<file path="config.mk">
export PLATFORM = sky130hd
export DESIGN_NAME = pipelined_add_sub
export DESIGN_NICKNAME = d
export VERILOG_FILES = /design/src/rtl/add_sub_pkg.sv /design/src/rtl/add_sub_stage.sv /design/src/rtl/pipelined_add_sub.sv
export SDC_FILE = /design/constraint.sdc
export NUM_CORES = 1
export LEC_CHECK = 0
export ABC_AREA = 1
export CORE_UTILIZATION = 59
export CTS_BUF_LIST = sky130_fd_sc_hd__clkbuf_16
export DETAILED_ROUTE_END_ITERATION = 8
export PLACE_DENSITY_LB_ADDON = 0.1
export SLEW_MARGIN = 40
export SYNTH_ARGS = -nofsm -noshare
export SYNTH_HDL_FRONTEND = slang
export SYNTH_HIERARCHICAL = 1
export SYNTH_SLANG_ARGS = --single-unit
</file>
<file path="constraint.sdc">
create_clock -name clk -period 4.5 [get_ports clk]
set_input_delay 1.125 -clock clk [delete_from_list [all_inputs] [get_ports clk]]
set_output_delay 1.125 -clock clk [all_outputs]
set_load 0.005 [all_outputs]
</file>
<file path="src/rtl/add_sub_pkg.sv">
// Shared types and helpers for the pipelined adder/subtractor.
// Imported by add_sub_stage and pipelined_add_sub.
package add_sub_pkg;

    typedef enum logic {
        MODE_ADD = 1'b0,
        MODE_SUB = 1'b1
    } mode_e;

    // Signed overflow occurs when the carry into the MSB differs from the carry out of it.
    function automatic logic signed_overflow(input logic carry_into_msb,
                                             input logic carry_out_msb);
        return carry_into_msb ^ carry_out_msb;
    endfunction

endpackage

</file>
<file path="src/rtl/add_sub_stage.sv">
// One carry-chain slice of the pipelined adder: adds SW bits at LSB and registers
// the slice result, its carry and the operand/result payload for the next slice.
module add_sub_stage
    import add_sub_pkg::*;
#(
    parameter int WIDTH = 32,
    parameter int SW    = 16,
    parameter int LSB   = 0
) (
    input  logic             clk,
    input  logic             rst,
    input  logic             load_en,
    input  logic             valid_in,
    input  logic             carry_in,
    input  logic [WIDTH-1:0] a_in,
    input  logic [WIDTH-1:0] b_in,
    input  logic [WIDTH-1:0] res_in,
    output logic             valid_q,
    output logic             carry_q,
    output logic [WIDTH-1:0] a_q,
    output logic [WIDTH-1:0] b_q,
    output logic [WIDTH-1:0] res_q
);

    logic             valid_d;
    logic             carry_d;
    logic [WIDTH-1:0] a_d;
    logic [WIDTH-1:0] b_d;
    logic [WIDTH-1:0] res_d;
    logic [SW-1:0]    slice_sum;
    logic             data_en;

    always_comb begin
        {carry_d, slice_sum} = {1'b0, a_in[LSB +: SW]} + {1'b0, b_in[LSB +: SW]}
                             + {{SW{1'b0}}, carry_in};
        res_d              = res_in;
        res_d[LSB +: SW]   = slice_sum;
        a_d                = a_in;
        b_d                = b_in;
        valid_d            = load_en ? valid_in : valid_q;
        // Payload only moves with a real transaction so a stalled result stays put.
        data_en            = load_en && valid_in;
    end

    always_ff @(posedge clk or posedge rst) begin
        if (rst) begin
            valid_q <= 1'b0;
            carry_q <= 1'b0;
            a_q     <= '0;
            b_q     <= '0;
            res_q   <= '0;
        end else begin
            valid_q <= valid_d;
            if (data_en) begin
                carry_q <= carry_d;
                a_q     <= a_d;
                b_q     <= b_d;
                res_q   <= res_d;
            end
        end
    end

endmodule

</file>
<file path="src/rtl/pipelined_add_sub.sv">
// Pipelined two's-complement add/sub with valid/ready flow control and carry/overflow flags.
// Define ADD_SUB_SATURATE_EN to clamp overflowing results to the signed extreme.
module pipelined_add_sub
    import add_sub_pkg::*;
#(
    parameter int WIDTH  = 32,
    parameter int STAGES = 2
) (
    input  logic             clk,
    input  logic             rst,
    input  logic             in_valid,
    output logic             in_ready,
    input  logic             mode,
    input  logic [WIDTH-1:0] a,
    input  logic [WIDTH-1:0] b,
    output logic             out_valid,
    input  logic             out_ready,
    output logic [WIDTH-1:0] sum,
    output logic             carry_out,
    output logic             overflow
);

    localparam int SW = WIDTH / STAGES;

    mode_e             mode_op;
    logic [WIDTH-1:0]  b_eff;
    logic              carry_in0;

    logic [STAGES-1:0] load_en;
    logic [STAGES-1:0] valid_q;
    logic [STAGES-1:0] carry_q;
    logic [WIDTH-1:0]  a_q   [STAGES];
    logic [WIDTH-1:0]  b_q   [STAGES];
    logic [WIDTH-1:0]  res_q [STAGES];

    logic [WIDTH-1:0]  res_w;
    logic [WIDTH-1:0]  a_last;
    logic [WIDTH-1:0]  b_last;
    logic              carry_into_msb;
    logic              ovf;
    logic              unused_low_operands;

    // Subtract is a + ~b + 1, the +1 entering as the carry-in of slice 0.
    always_comb begin
        mode_op   = mode_e'(mode);
        b_eff     = (mode_op == MODE_SUB) ? ~b : b;
        carry_in0 = (mode_op == MODE_SUB);
    end

    // Bubble-collapsing: a stage loads when it is empty or its successor is loading.
    always_comb begin
        logic downstream;
        load_en    = '0;
        downstream = out_ready;
        for (int k = STAGES - 1; k >= 0; k--) begin
            load_en[k] = !valid_q[k] || downstream;
            downstream = load_en[k];
        end
    end

    assign in_ready = load_en[0];

    for (genvar k = 0; k < STAGES; k++) begin : g_stage
        if (k == 0) begin : g_first
            add_sub_stage #(
                .WIDTH (WIDTH),
                .SW    (SW),
                .LSB   (0)
            ) u_stage (
                .clk      (clk),
                .rst      (rst),
                .load_en  (load_en[0]),
                .valid_in (in_valid),
                .carry_in (carry_in0),
                .a_in     (a),
                .b_in     (b_eff),
                .res_in   ('0),
                .valid_q  (valid_q[0]),
                .carry_q  (carry_q[0]),
                .a_q      (a_q[0]),
                .b_q      (b_q[0]),
                .res_q    (res_q[0])
            );
        end else begin : g_next
            add_sub_stage #(
                .WIDTH (WIDTH),
                .SW    (SW),
                .LSB   (k * SW)
            ) u_stage (
                .clk      (clk),
                .rst      (rst),
                .load_en  (load_en[k]),
                .valid_in (valid_q[k-1]),
                .carry_in (carry_q[k-1]),
                .a_in     (a_q[k-1]),
                .b_in     (b_q[k-1]),
                .res_in   (res_q[k-1]),
                .valid_q  (valid_q[k]),
                .carry_q  (carry_q[k]),
                .a_q      (a_q[k]),
                .b_q      (b_q[k]),
                .res_q    (res_q[k])
            );
        end
    end

    // The MSB sum bit is a^b^cin, so the carry into the MSB is recovered from the final payload.
    always_comb begin
        res_w          = res_q[STAGES-1];
        a_last         = a_q[STAGES-1];
        b_last         = b_q[STAGES-1];
        carry_into_msb = a_last[WIDTH-1] ^ b_last[WIDTH-1] ^ res_w[WIDTH-1];
        ovf            = signed_overflow(carry_into_msb, carry_q[STAGES-1]);
    end

    assign unused_low_operands = ^{a_last[WIDTH-2:0], b_last[WIDTH-2:0]};

`ifdef ADD_SUB_SATURATE_EN
    // On overflow the true result has A's sign, so clamp toward that extreme.
    always_comb begin
        sum = res_w;
        if (ovf) begin
            sum = a_last[WIDTH-1] ? {1'b1, {(WIDTH-1){1'b0}}} : {1'b0, {(WIDTH-1){1'b1}}};
        end
    end
`else
    assign sum = res_w;
`endif

    assign out_valid = valid_q[STAGES-1];
    assign carry_out = carry_q[STAGES-1];
    assign overflow  = ovf;

endmodule

</file>
==> results by group <==
Clock network
  – Root buf cell: clkbuf_16
  – Sink Count: between 80 and 90
  – CTS tree: yes
  – CTS Buffer Depth: 2
  – CTS Buf Count: 9
  – Hold-fix buffers at CTS: 0
  – Worst-Skew Late Latency: 0.33 ns
  – Post-CTS Resized: 0
  – H-tree levels: 3
  – Worst-path clk slew: approximately 0.05 ns
  – Post-CTS Setup Bufs: 0

Critical path
  – Crit. End Element: primary output
  – Crit Path Class: in -> out
  – Worst Path Required: around 3.4 ns
  – Startpoint Class: input port
  – Worst EP arrival: between 2 and 2.5 ns
  – Peak fanout along the critical path: 3

Timing
  – F_max: 296 MHz
  – Post-route setup slack: roughly 1.1 ns
  – Final slew viol count: 0
  – Slew @ Worst Pin: between 0.7 and 0.8 ns
  – Number of setup violations in the final report: 0
  – Final worst path period need: 3.38 ns
  – TNS Setup: 0 ns
  – Max_slew headroom: 0.480
  – RSZ-0062 raised after global routing: no
  – Fin crit share: 0.751
  – Final Hold Viols: 0
  – Clock skew: 0.0105 ns

Route
  – Via count: 5,000
  – Post-DR wirelength/cell: about 13 um
  – WL final: between 10 and 15 mm
  – Antenna Nets Post-Route: 0
  – DRC Markers: 0
  – Detailed Route Iter0 Violations: roughly 230
  – Via-to-Cell Ratio: between 4 and 5
  – First-pass DRT Iterations: 6

Pwr
  – Pint: 1880 uW
  – Combinational power share: 0.401
  – Peak supply drop: approximately 0.26 mV
  – Sw frac: 0.346
  – NetSw: between 900 and 1000 uW
  – Sequential power share: 0.380
  – Leak: ~0.0038 uW
  – Cell Pwr Density: around 420 nW/um2
  – Clock Power Share: 0.220

Layout
  – Layout area overhead: 22.3%
  – Layout cells sized above 1: 0.0687
  – Finished Layout Cells: 1,002
  – Final instance area: 6940 um2
  – Post-layout nets: 974
  – Most frequent cells in the layout: nand2_1, clkdlybuf4s50_1, dfrtp_1
  – Leading cell type in the layout, fill and taps excluded: nand2_1
  – Diodes inserted: 0

Global routing
  – First-pass GRT wire length: 21.7 mm
  – Total global-route track usage: 0.276
  – Vias in the first global route: just under 5,000
  – Total grt overflow: 0
  – Initial antenna violation count: 0
  – Maximum number of pins on one net before global-route repair: 53

Logic synthesis
  – Mapped cell area: around 5700 um2
  – Yosys warning count: 6
  – Syn Area/Cell: around 7.2 um2
  – Syn nets: slightly below 900
  – Mapped Cells: between 700 and 800

Hold path
  – Worst Hold Class: reg -> reg

Floorplan
  – Initial Util: 0.611
  – Num rows: 35
  – Die Y: approximately 100 um
  – Die width: roughly 100 um
  – # IOs: around 110
  – Core area: around 9300 um2
  – Full die area: roughly 10,000 um2

Placement
  – DP Area: ~6700 um2
  – Routability cong.: slightly below 0.9
  – Final HPWL DP: ~9.4 mm
  – PortBufs: about 100
  – Post-place setup slack: 1.10 ns
  – Post-Place Cells: approximately 990

Run
  – Max-cap violations: 0

Status
  – Status: complete, no violations
[worst paths after layout]
path	from	depth (start not counted)	slack, ns	to
max in group asynchronous	rst	3	2.65	g_stage[1].g_next.u_stage/res_q[0]
min in group asynchronous	rst	2	1.22	g_stage[1].g_next.u_stage/valid_q
max reg2reg	g_stage[0].g_first.u_stage/carry_q	10	2.35	g_stage[1].g_next.u_stage/res_q[30]
min reg2reg	g_stage[0].g_first.u_stage/res_q[0]	2	0.47	g_stage[1].g_next.u_stage/res_q[0]
min	g_stage[0].g_first.u_stage/res_q[0]	2	0.47	g_stage[1].g_next.u_stage/res_q[0]
max	out_ready	4	1.12	in_ready
[power groups by stage]
stage	clock, uW	combinational, uW	sequential, uW
after global routing	680	1300	1120
final	633	1150	1090
after detailed placement	0	1140	1100
after floorplan	0	694	1090
after global placement	0	1110	1100
after CTS	650	1160	1090
[cell type report]
cell class | count | area (um2)
Clock buffer | 9 | 225
Clock inverter | 4 | 18.8
Fill cell | 768 | 2350
Inverter | 87 | 330
Multi-Input combinational cell | 579 | 2980
Sequential cell | 86 | 2150
Tap cell | 129 | 161
Timing Repair Buffer | 108 | 1070
[state kept, by name, summed over array words and instances (netlist names)]
name,cells
g_stage.g_first.u_stage/carry_q,1
g_stage.g_next.u_stage/b_q,1
g_stage.g_next.u_stage/res_q,32
g_stage.g_next.u_stage/a_q,1
g_stage.g_first.u_stage/a_q,16
g_stage.g_first.u_stage/valid_q,1
g_stage.g_first.u_stage/b_q,16
g_stage.g_next.u_stage/valid_q,1
g_stage.g_first.u_stage/res_q,16
g_stage.g_next.u_stage/carry_q,1
[metal layers]
layer,vias up,GRT usage,share of wire
li1,2543,-,-
met1,2314,0.381,0.47
met2,127,0.459,0.47
met3,16,0.0327,0.041
met4,0,0.0881,0.013
met5,-,0,0
[critical path: stages]
cell and delay, ns:
clkdlybuf4s50_1 0.45, inv_1 0.05, nand3_1 0.11, clkdlybuf4s50_1 0.52
[metrics by stage]
| stage | hold WS [ns] | power (uW) | utilization |
|---|---|---|---|
| 4_1_cts | 0.470 | 2900 | 0.747 |
| 5_1_grt | 0.493 | 3100 | 0.747 |
| 6_report | 0.471 | 2880 | 0.747 |
| 3_5_place_dp | 0.456 | 2250 | 0.721 |
| 3_3_place_gp | 0.449 | 2220 | 0.721 |
| 2_1_floorplan | 0.442 | 1790 | - |
Power figures use the tool's default switching activity.
